[config.mk]
export PLATFORM = sky130hd
export DESIGN_NAME = oam_dma_ctrl
export DESIGN_NICKNAME = d
export VERILOG_FILES = /design/src/rtl/oam_dma_ctrl_pkg.sv /design/src/rtl/oam_dma_ctrl_dma_seq.sv /design/src/rtl/oam_dma_ctrl.sv
export SDC_FILE = /design/constraint.sdc
export NUM_CORES = 1
export LEC_CHECK = 0
export CORE_MARGIN = 2
export CORE_UTILIZATION = 47
export CTS_CLUSTER_SIZE = 12
export DETAILED_ROUTE_END_ITERATION = 16
export PLACE_DENSITY = 0.94
export SLEW_MARGIN = 20
export SYNTH_ARGS = -nofsm -noshare
export SYNTH_HDL_FRONTEND = slang
export SYNTH_HIERARCHICAL = 1
export SYNTH_SLANG_ARGS = --single-unit
[constraint.sdc]
create_clock -name clk -period 3.85 [get_ports clk]
set_input_delay 0.77 -clock clk [delete_from_list [all_inputs] [get_ports clk]]
set_output_delay 0.77 -clock clk [all_outputs]
set_load 0.05 [all_outputs]
[src/rtl/oam_dma_ctrl_pkg.sv]
// Shared defines and types for the OAM DMA bus controller.
// Build option DMA_ODD_ALIGN_EN adds a cycle-parity ALIGN stretch.
`ifndef OAM_DMA_DEFS
`define OAM_DMA_DEFS
`define REG_WIDTH 8
`define ADDR_WIDTH 16
`define OAM_DMA_ADDR 16'h4014
`define OAMDATA_ADDR 16'h2004
`define DMA_ST_IDLE 2'd0
`define DMA_ST_ALIGN 2'd1
`define DMA_ST_READ 2'd2
`define DMA_ST_WRITE 2'd3
`endif

package oam_dma_ctrl_pkg;

    typedef enum logic [1:0] {
        ST_IDLE  = `DMA_ST_IDLE,
        ST_ALIGN = `DMA_ST_ALIGN,
        ST_READ  = `DMA_ST_READ,
        ST_WRITE = `DMA_ST_WRITE
    } dma_state_e;

    localparam int unsigned IDX_W = 9;

    // Source never crosses the page: only the low 8 index bits are used.
    function automatic logic [15:0] src_of(
        input logic [7:0]       page,
        input logic [IDX_W-1:0] idx
    );
        return {page, idx[7:0]};
    endfunction

endpackage

[src/rtl/oam_dma_ctrl_dma_seq.sv]
// OAM DMA sequencer: FSM, byte index, source page and data latch.
// With DMA_ODD_ALIGN_EN defined, ALIGN stretches on odd trigger cycles.
module oam_dma_ctrl_dma_seq
    import oam_dma_ctrl_pkg::*;
#(
    parameter int                    WIDTH      = `REG_WIDTH,
    parameter int                    ADDR_WIDTH = `ADDR_WIDTH,
    parameter logic [ADDR_WIDTH-1:0] TRIG_ADDR  = `OAM_DMA_ADDR,
    parameter int                    LEN        = 256
) (
    input  logic                  clk,
    input  logic                  reset,
    input  logic [ADDR_WIDTH-1:0] cpu_addr,
    input  logic                  cpu_we,
    input  logic [WIDTH-1:0]      cpu_din,
    input  logic [WIDTH-1:0]      mem_dout,
    output dma_state_e            state,
    output logic                  trig,
    output logic [ADDR_WIDTH-1:0] src_addr,
    output logic [WIDTH-1:0]      data_q,
    output logic                  rdy,
    output logic                  busy
);

    localparam logic [IDX_W-1:0] LAST = IDX_W'(LEN - 1);

    logic [7:0]       page;
    logic [IDX_W-1:0] idx;

    assign trig = (state == ST_IDLE) && cpu_we
               && (cpu_addr == TRIG_ADDR);
    assign src_addr = ADDR_WIDTH'(src_of(page, idx));

`ifdef DMA_ODD_ALIGN_EN
    logic parity;
    logic align_extra;

    always_ff @(posedge clk or posedge reset) begin
        if (reset) parity <= 1'b0;
        else       parity <= ~parity;
    end
`endif

    always_ff @(posedge clk or posedge reset) begin
        if (reset) begin
            state  <= ST_IDLE;
            page   <= '0;
            idx    <= '0;
            data_q <= '0;
            rdy    <= 1'b1;
            busy   <= 1'b0;
`ifdef DMA_ODD_ALIGN_EN
            align_extra <= 1'b0;
`endif
        end else begin
            unique case (state)
                ST_IDLE: begin
                    if (trig) begin
                        page  <= cpu_din[7:0];
                        idx   <= '0;
                        state <= ST_ALIGN;
                        rdy   <= 1'b0;
                        busy  <= 1'b1;
`ifdef DMA_ODD_ALIGN_EN
                        align_extra <= parity;
`endif
                    end
                end
                ST_ALIGN: begin
`ifdef DMA_ODD_ALIGN_EN
                    if (align_extra) align_extra <= 1'b0;
                    else             state <= ST_READ;
`else
                    state <= ST_READ;
`endif
                end
                ST_READ: begin
                    data_q <= mem_dout;
                    state  <= ST_WRITE;
                end
                ST_WRITE: begin
                    if (idx == LAST) begin
                        state <= ST_IDLE;
                        rdy   <= 1'b1;
                        busy  <= 1'b0;
                    end else begin
                        idx   <= idx + 1'b1;
                        state <= ST_READ;
                    end
                end
                default: state <= ST_IDLE;
            endcase
        end
    end

endmodule

[src/rtl/oam_dma_ctrl.sv]
// OAM DMA bus controller: CPU/memory muxing around the DMA sequencer.
// Build option DMA_ODD_ALIGN_EN is handled inside the sequencer.
module oam_dma_ctrl
    import oam_dma_ctrl_pkg::*;
#(
    parameter int                    WIDTH      = `REG_WIDTH,
    parameter int                    ADDR_WIDTH = `ADDR_WIDTH,
    parameter logic [ADDR_WIDTH-1:0] TRIG_ADDR  = `OAM_DMA_ADDR,
    parameter logic [ADDR_WIDTH-1:0] DST_ADDR   = `OAMDATA_ADDR,
    parameter int                    LEN        = 256
) (
    input  logic                  clk,
    input  logic                  reset,
    input  logic [ADDR_WIDTH-1:0] cpu_addr,
    input  logic                  cpu_we,
    input  logic [WIDTH-1:0]      cpu_din,
    output logic [WIDTH-1:0]      cpu_dout,
    output logic                  cpu_rdy,
    output logic                  dma_busy,
    output logic [ADDR_WIDTH-1:0] mem_addr,
    output logic                  mem_we,
    output logic [WIDTH-1:0]      mem_din,
    input  logic [WIDTH-1:0]      mem_dout
);

    dma_state_e            state;
    logic                  trig;
    logic [ADDR_WIDTH-1:0] src_addr;
    logic [WIDTH-1:0]      data_q;

    oam_dma_ctrl_dma_seq #(
        .WIDTH      (WIDTH),
        .ADDR_WIDTH (ADDR_WIDTH),
        .TRIG_ADDR  (TRIG_ADDR),
        .LEN        (LEN)
    ) dma_seq (
        .clk      (clk),
        .reset    (reset),
        .cpu_addr (cpu_addr),
        .cpu_we   (cpu_we),
        .cpu_din  (cpu_din),
        .mem_dout (mem_dout),
        .state    (state),
        .trig     (trig),
        .src_addr (src_addr),
        .data_q   (data_q),
        .rdy      (cpu_rdy),
        .busy     (dma_busy)
    );

    // The trigger write itself is swallowed, never reaching memory.
    always_comb begin
        mem_addr = cpu_addr;
        mem_we   = 1'b0;
        mem_din  = cpu_din;
        cpu_dout = '0;
        unique case (state)
            ST_IDLE: begin
                mem_we   = cpu_we & ~trig;
                cpu_dout = mem_dout;
            end
            ST_ALIGN: ;
            ST_READ: mem_addr = src_addr;
            ST_WRITE: begin
                mem_addr = DST_ADDR;
                mem_we   = 1'b1;
                mem_din  = data_q;
            end
            default: ;
        endcase
    end

endmodule
**Word-level counts from Yosys, hierarchy flattened**

Cells that the tools add are included.

- $add $sub $neg: 1
- Equality and inequality tests: 8
- Mux-type cells: 16
- Bitwise gates (word level): 2
- Reduce and logical (&&, ||, !) cells: 7

Operators by type and width:

| operator | number |
|---|---|
| case mux 16 bit (2 select lines) | 1 |
| 2-to-1 mux 9 bit | 2 |
| case mux 9 bit (2 select lines) | 1 |
| == test 16 x 15 -> 1 bit, second input constant | 1 |
| 2-to-1 mux 8 bit | 2 |
| adder 9 x 1 -> 9 bit, second input constant | 1 |
| == test 9 x 8 -> 1 bit, second input constant | 1 |
| case mux 2 bit (4 select lines) | 1 |
| case mux 1 bit (2 select lines) | 3 |
| AND reduction 3 bit | 2 |
| == test 2 bit, second input constant | 2 |
| 2-to-1 mux 1 bit | 4 |
| 2-to-1 mux 2 bit | 2 |
| != test 2 bit, second input constant | 2 |
| == test 2 x 1 -> 1 bit, second input constant | 1 |
| logical AND 1 bit | 2 |
| logical NOT 2 bit | 1 |
| != test 2 x 1 -> 1 bit, second input constant | 1 |
| AND reduction 2 bit | 1 |
| nonzero test 2 bit | 1 |
| AND 1 bit | 1 |
| NOT 1 bit | 1 |

- Register bits after elaboration: 29
- Input port bits: 35
- Output and inout bits: 35
- Logic and storage cells: 40

**Logic depth before layout (Yosys ltp)**

- Depth in word-level cells: 6
- Gate-level depth with buffers: 9
- Gate-level depth less buffers: 8

**Hierarchy**

The synthesis kept the hierarchy.

Modules (own cells, without submodules):

| module | times used | cells an instance | area each (um^2) | seq. area each (um^2) |
|---|---|---|---|---|
| oam_dma_ctrl_dma_seq | 1 | 118 | 1,371.3 | 726.9 |
| oam_dma_ctrl | 1 | 47 | 410.4 | 0.0 |

**Least setup slack after synthesis**

OpenSTA, ideal clock, no wires.

- Path kind: input port to output port
- Start point: input cpu_we
- End point: output mem_we
- Arrival time: 2.239 ns
- Required time: 3.080 ns
- Slack: 0.841 ns
- Stages: 7
- Path buffers: 1
- Path through: nor4bb_1 -> nand4_1 -> or2_4 -> inv_2 -> buf_6 -> nand3b_1 -> a21oi_1

- Word-level cells in the longest chain between the ends: 5

Ends and longest elaborated chain:

| element | RTL line | source |
|---|---|---|
| start, declared | oam_dma_ctrl.sv:15 | `input logic cpu_we,` |
| logical AND 1 bit | oam_dma_ctrl_dma_seq.sv:30 | `assign trig = (state == ST_IDLE) && cpu_we` |
| logical AND 1 bit | oam_dma_ctrl_dma_seq.sv:31 | `&& (cpu_addr == TRIG_ADDR);` |
| via trig | oam_dma_ctrl.sv:27 | `logic trig;` |
| NOT 1 bit | oam_dma_ctrl.sv:59 | `mem_we = cpu_we & ~trig;` |
| AND 1 bit | oam_dma_ctrl.sv:59 |  |
| case mux 1 bit (2 select lines) | oam_dma_ctrl.sv:57 | `unique case (state)` |
| end, declared | oam_dma_ctrl.sv:21 | `output logic mem_we,` |

The timed path passes the listed nets, and every way through them passes these cells.

**Worst setup path after layout**

- Start point: register dma_seq.state[0]
- End point: output mem_addr[5]

- Word-level cells in the longest chain between the ends: 2
- Elaborated cells between the ends (all ways): 3
- Those cells by class: 2 x eq/ne; 1 x mux

Ends and longest elaborated chain:

| element | RTL line | source |
|---|---|---|
| start, declared | oam_dma_ctrl_dma_seq.sv:17 | `output dma_state_e state,` |
| start signal, assigned | oam_dma_ctrl_dma_seq.sv:46 | `state <= ST_IDLE;` |
| start signal, assigned | oam_dma_ctrl_dma_seq.sv:61 | `state <= ST_ALIGN;` |
| start signal, assigned | oam_dma_ctrl_dma_seq.sv:74 | `state <= ST_READ;` |
| == test 2 bit | oam_dma_ctrl.sv:57 |  |
| case mux 16 bit (2 select lines) * | oam_dma_ctrl.sv:57 |  |
| end, declared | oam_dma_ctrl.sv:20 | `output logic [ADDR_WIDTH-1:0] mem_addr,` |

Every way passes the cells marked *; elsewhere a longest branch is shown, timed or not.

==> metrics.txt <==
layout cell share with drive strength beyond 1 16.7%; setup slack, reg-to-reg 1.41 ns; die area 0.00430 mm2; ant diodes 0; die width 65.6 um; VDD IR max 0.000456 V; hold depth 2; post-synthesis sequential element count 29; total setup buffers inserted after CTS 0; largest net degree at the start of global routing 30; core footprint 0.00366 mm2; max cap viols 0; post-synthesis mux area share 16.9%; signal arrival time at the worst endpoint 2.68 ns; XOR/XNOR share of the synthesized area 0%; crit path max fanout 17; 1st-iter DRT viols 43; register area share after synthesis 40.8%; antenna violations before repair 0; Hold EP dma_seq/rdy; commonest cells after routing, fill and taps aside clkdlybuf4s50_1, dfrtp_1, mux2_2, a22o_1, nand2_1; largest family of logic cells by synthesized area multiplexers; htree depth 2; CTS sink cnt 29; fin nets 268; CTS Buf Count 5; Setup-failing EPs final 0; Slew Limit Fails 0; fin crit share 89.6%; crit end category primary output; routed wire length 4820 um; CTS Hold Buffers Added 0; vias in the first global route 1621; port bufs 69; Die Ht 65.6 um; Pleak 1.11 nW; Period minus WS final 3.45 ns; worst r2r src dma_seq/idx[0]; vias per inst 5.61; hpwl dp 3630 um; Root Buffer Master clkbuf_8; Slew headroom 43.1%; Post-Synth Simple-Gate Area 16.4%; Yosys cell types 37; first-pass GRT wire length 8030 um; Cells after Synth 165; Fmax 290 MHz; Worst R2R Path Depth 8; Starting Density 48.7%; Area Overhead vs Synth 40.7%; adder and majority cell fraction of the synthesized area 4.21%; count of standard-cell rows 22; Pre-antenna DRT Iters 4; Slew @ Worst Pin 0.852 ns; Mapped Nets 206; PwrDens 794 mW/mm2; reg2reg end dma_seq/idx[7]; Routed Antenna Nets 0; clock latency at the later pin of the worst-skew pair 0.28 ns; Setup CP Type flip-flop to primary output; CTS tree yes; Setup TNS Final 0 ns; Post-Place Cells 268; RD Place Congestion 0.863; vias 1542; Compound-Gate Fraction of Synth Area 13.7%; Hold Path Class flip-flop to flip-flop; CTS max path bufs 2; average footprint of a synthesized cell 10.8 um2; DRC violations left 0; HP Start dma_seq/rdy; status finished clean; Final Hold Fails 0; routed len/inst 17.5 um; share of flip-flops with an asynchronous set or reset 100%; final non-filler cell total 275; top_reg_cell synth dfrtp_1; startpoint types flip-flop; gr ovfl total 0; RSZ-0062 raised after global routing no; commonest non-fill, non-tap cell in the layout clkdlybuf4s50_1; cts repair resizes 0; Post-synth EDFFs 0; yosys warns 6; I/O pins 70; Worst Path Required 3.08 ns; clock skew 0.00721 ns; Mapped Area 0.00178 mm2; Clk pin slew, worst setup/hold paths 0.06 ns; Total Routing Usage GR 25.2%
[stage by stage]
| stage | power, W | hold WS, ns | setup slack, ns | util, % | instance area [um2] |
|---|---|---|---|---|---|
| 2_1_floorplan | 0.00143 | 0.459 | 0.841 | - | 1780 |
| 3_5_place_dp | 0.00174 | 0.450 | 0.664 | 66.1 | 2420 |
| 6_report | 0.00199 | 0.455 | 0.402 | 68.5 | 2510 |
| 4_1_cts | 0.00199 | 0.458 | 0.421 | 68.5 | 2510 |
| 3_3_place_gp | 0.00171 | 0.462 | 0.731 | 66.1 | 2420 |
| 5_1_grt | 0.00209 | 0.468 | 0.331 | 68.5 | 2510 |
[synth_stat cells (all sizes together), types with 3 or more instances]
cell	count	area, um2
dfrtp	28	701
mux2	24	270
a22o	14	123
nand2	14	52.6
buf	13	110
and2	9	56.3
inv	7	26.3
nor2	7	42.5
a21oi	6	30.0
ha	6	75.1
and3	4	25.0
a211o	3	26.3
mux2i	3	30.0
nand3	3	15.0
or2	3	21.3
[area by class of cell]
cell class,count,area (um2)
sequential,29,727
fill,272,1150
inverter,7,26.3
tap,48,60.1
clock buffer,7,86.3
multi-input combinational,114,911
timing repair buffer,70,696
[worst max-delay path: stages, from the launching register on]
cell and delay [ns]:
dfrtp_1 0.44, inv_1 0.09, ha_1 0.50, nor2_8 0.35, a22o_1 0.18, clkdlybuf4s50_1 0.84
[routing by layer]
layer,part of all wire (%),wire length (um),track usage (%),up-vias
li1,-,-,-,712
met2,51,2470,41.6,56
met4,1.8,89,9.11,0
met5,0,0,0,-
met1,42,2010,30.6,766
met3,5.3,254,8.22,8
[kinds of logic (layout without fill, tap and decap cells)]
| kind of cell | count (synthesis) | after routing |
|---|---|---|
| flip-flops | 29 | 29 |
| AND/OR/NAND/NOR | 51 | 51 |
| buffers and inverters | 22 | 84 |
| AO/OA/AOI/OAI | 30 | 30 |
| adder cells (fa/ha/maj) | 6 | 6 |
| multiplexers | 27 | 27 |
[registers in the layout, indices dropped and copies added (netlist names)]
signal and count:
dma_seq/rdy 1, dma_seq/busy 1, dma_seq/idx 9, dma_seq/data_q 8, dma_seq/page 8, dma_seq/state 2
[worst max path at each step]
stage / startpoint / end
after detailed placement: cpu_we / mem_we
after global routing: dma_seq/state[0] / mem_addr[6]
final: dma_seq/state[0] / mem_addr[5]
after CTS: dma_seq/state[0] / mem_addr[5]
after global placement: cpu_we / mem_we
after floorplan: cpu_we / mem_we
[power breakdown]
group	internal, W	switching (W)	total, W
clock network	0.000141	0.000108	0.000250
registers	0.000397	0.0000900	0.000487
logic	0.000467	0.000785	0.00125
(Power assumes the default switching activity.)
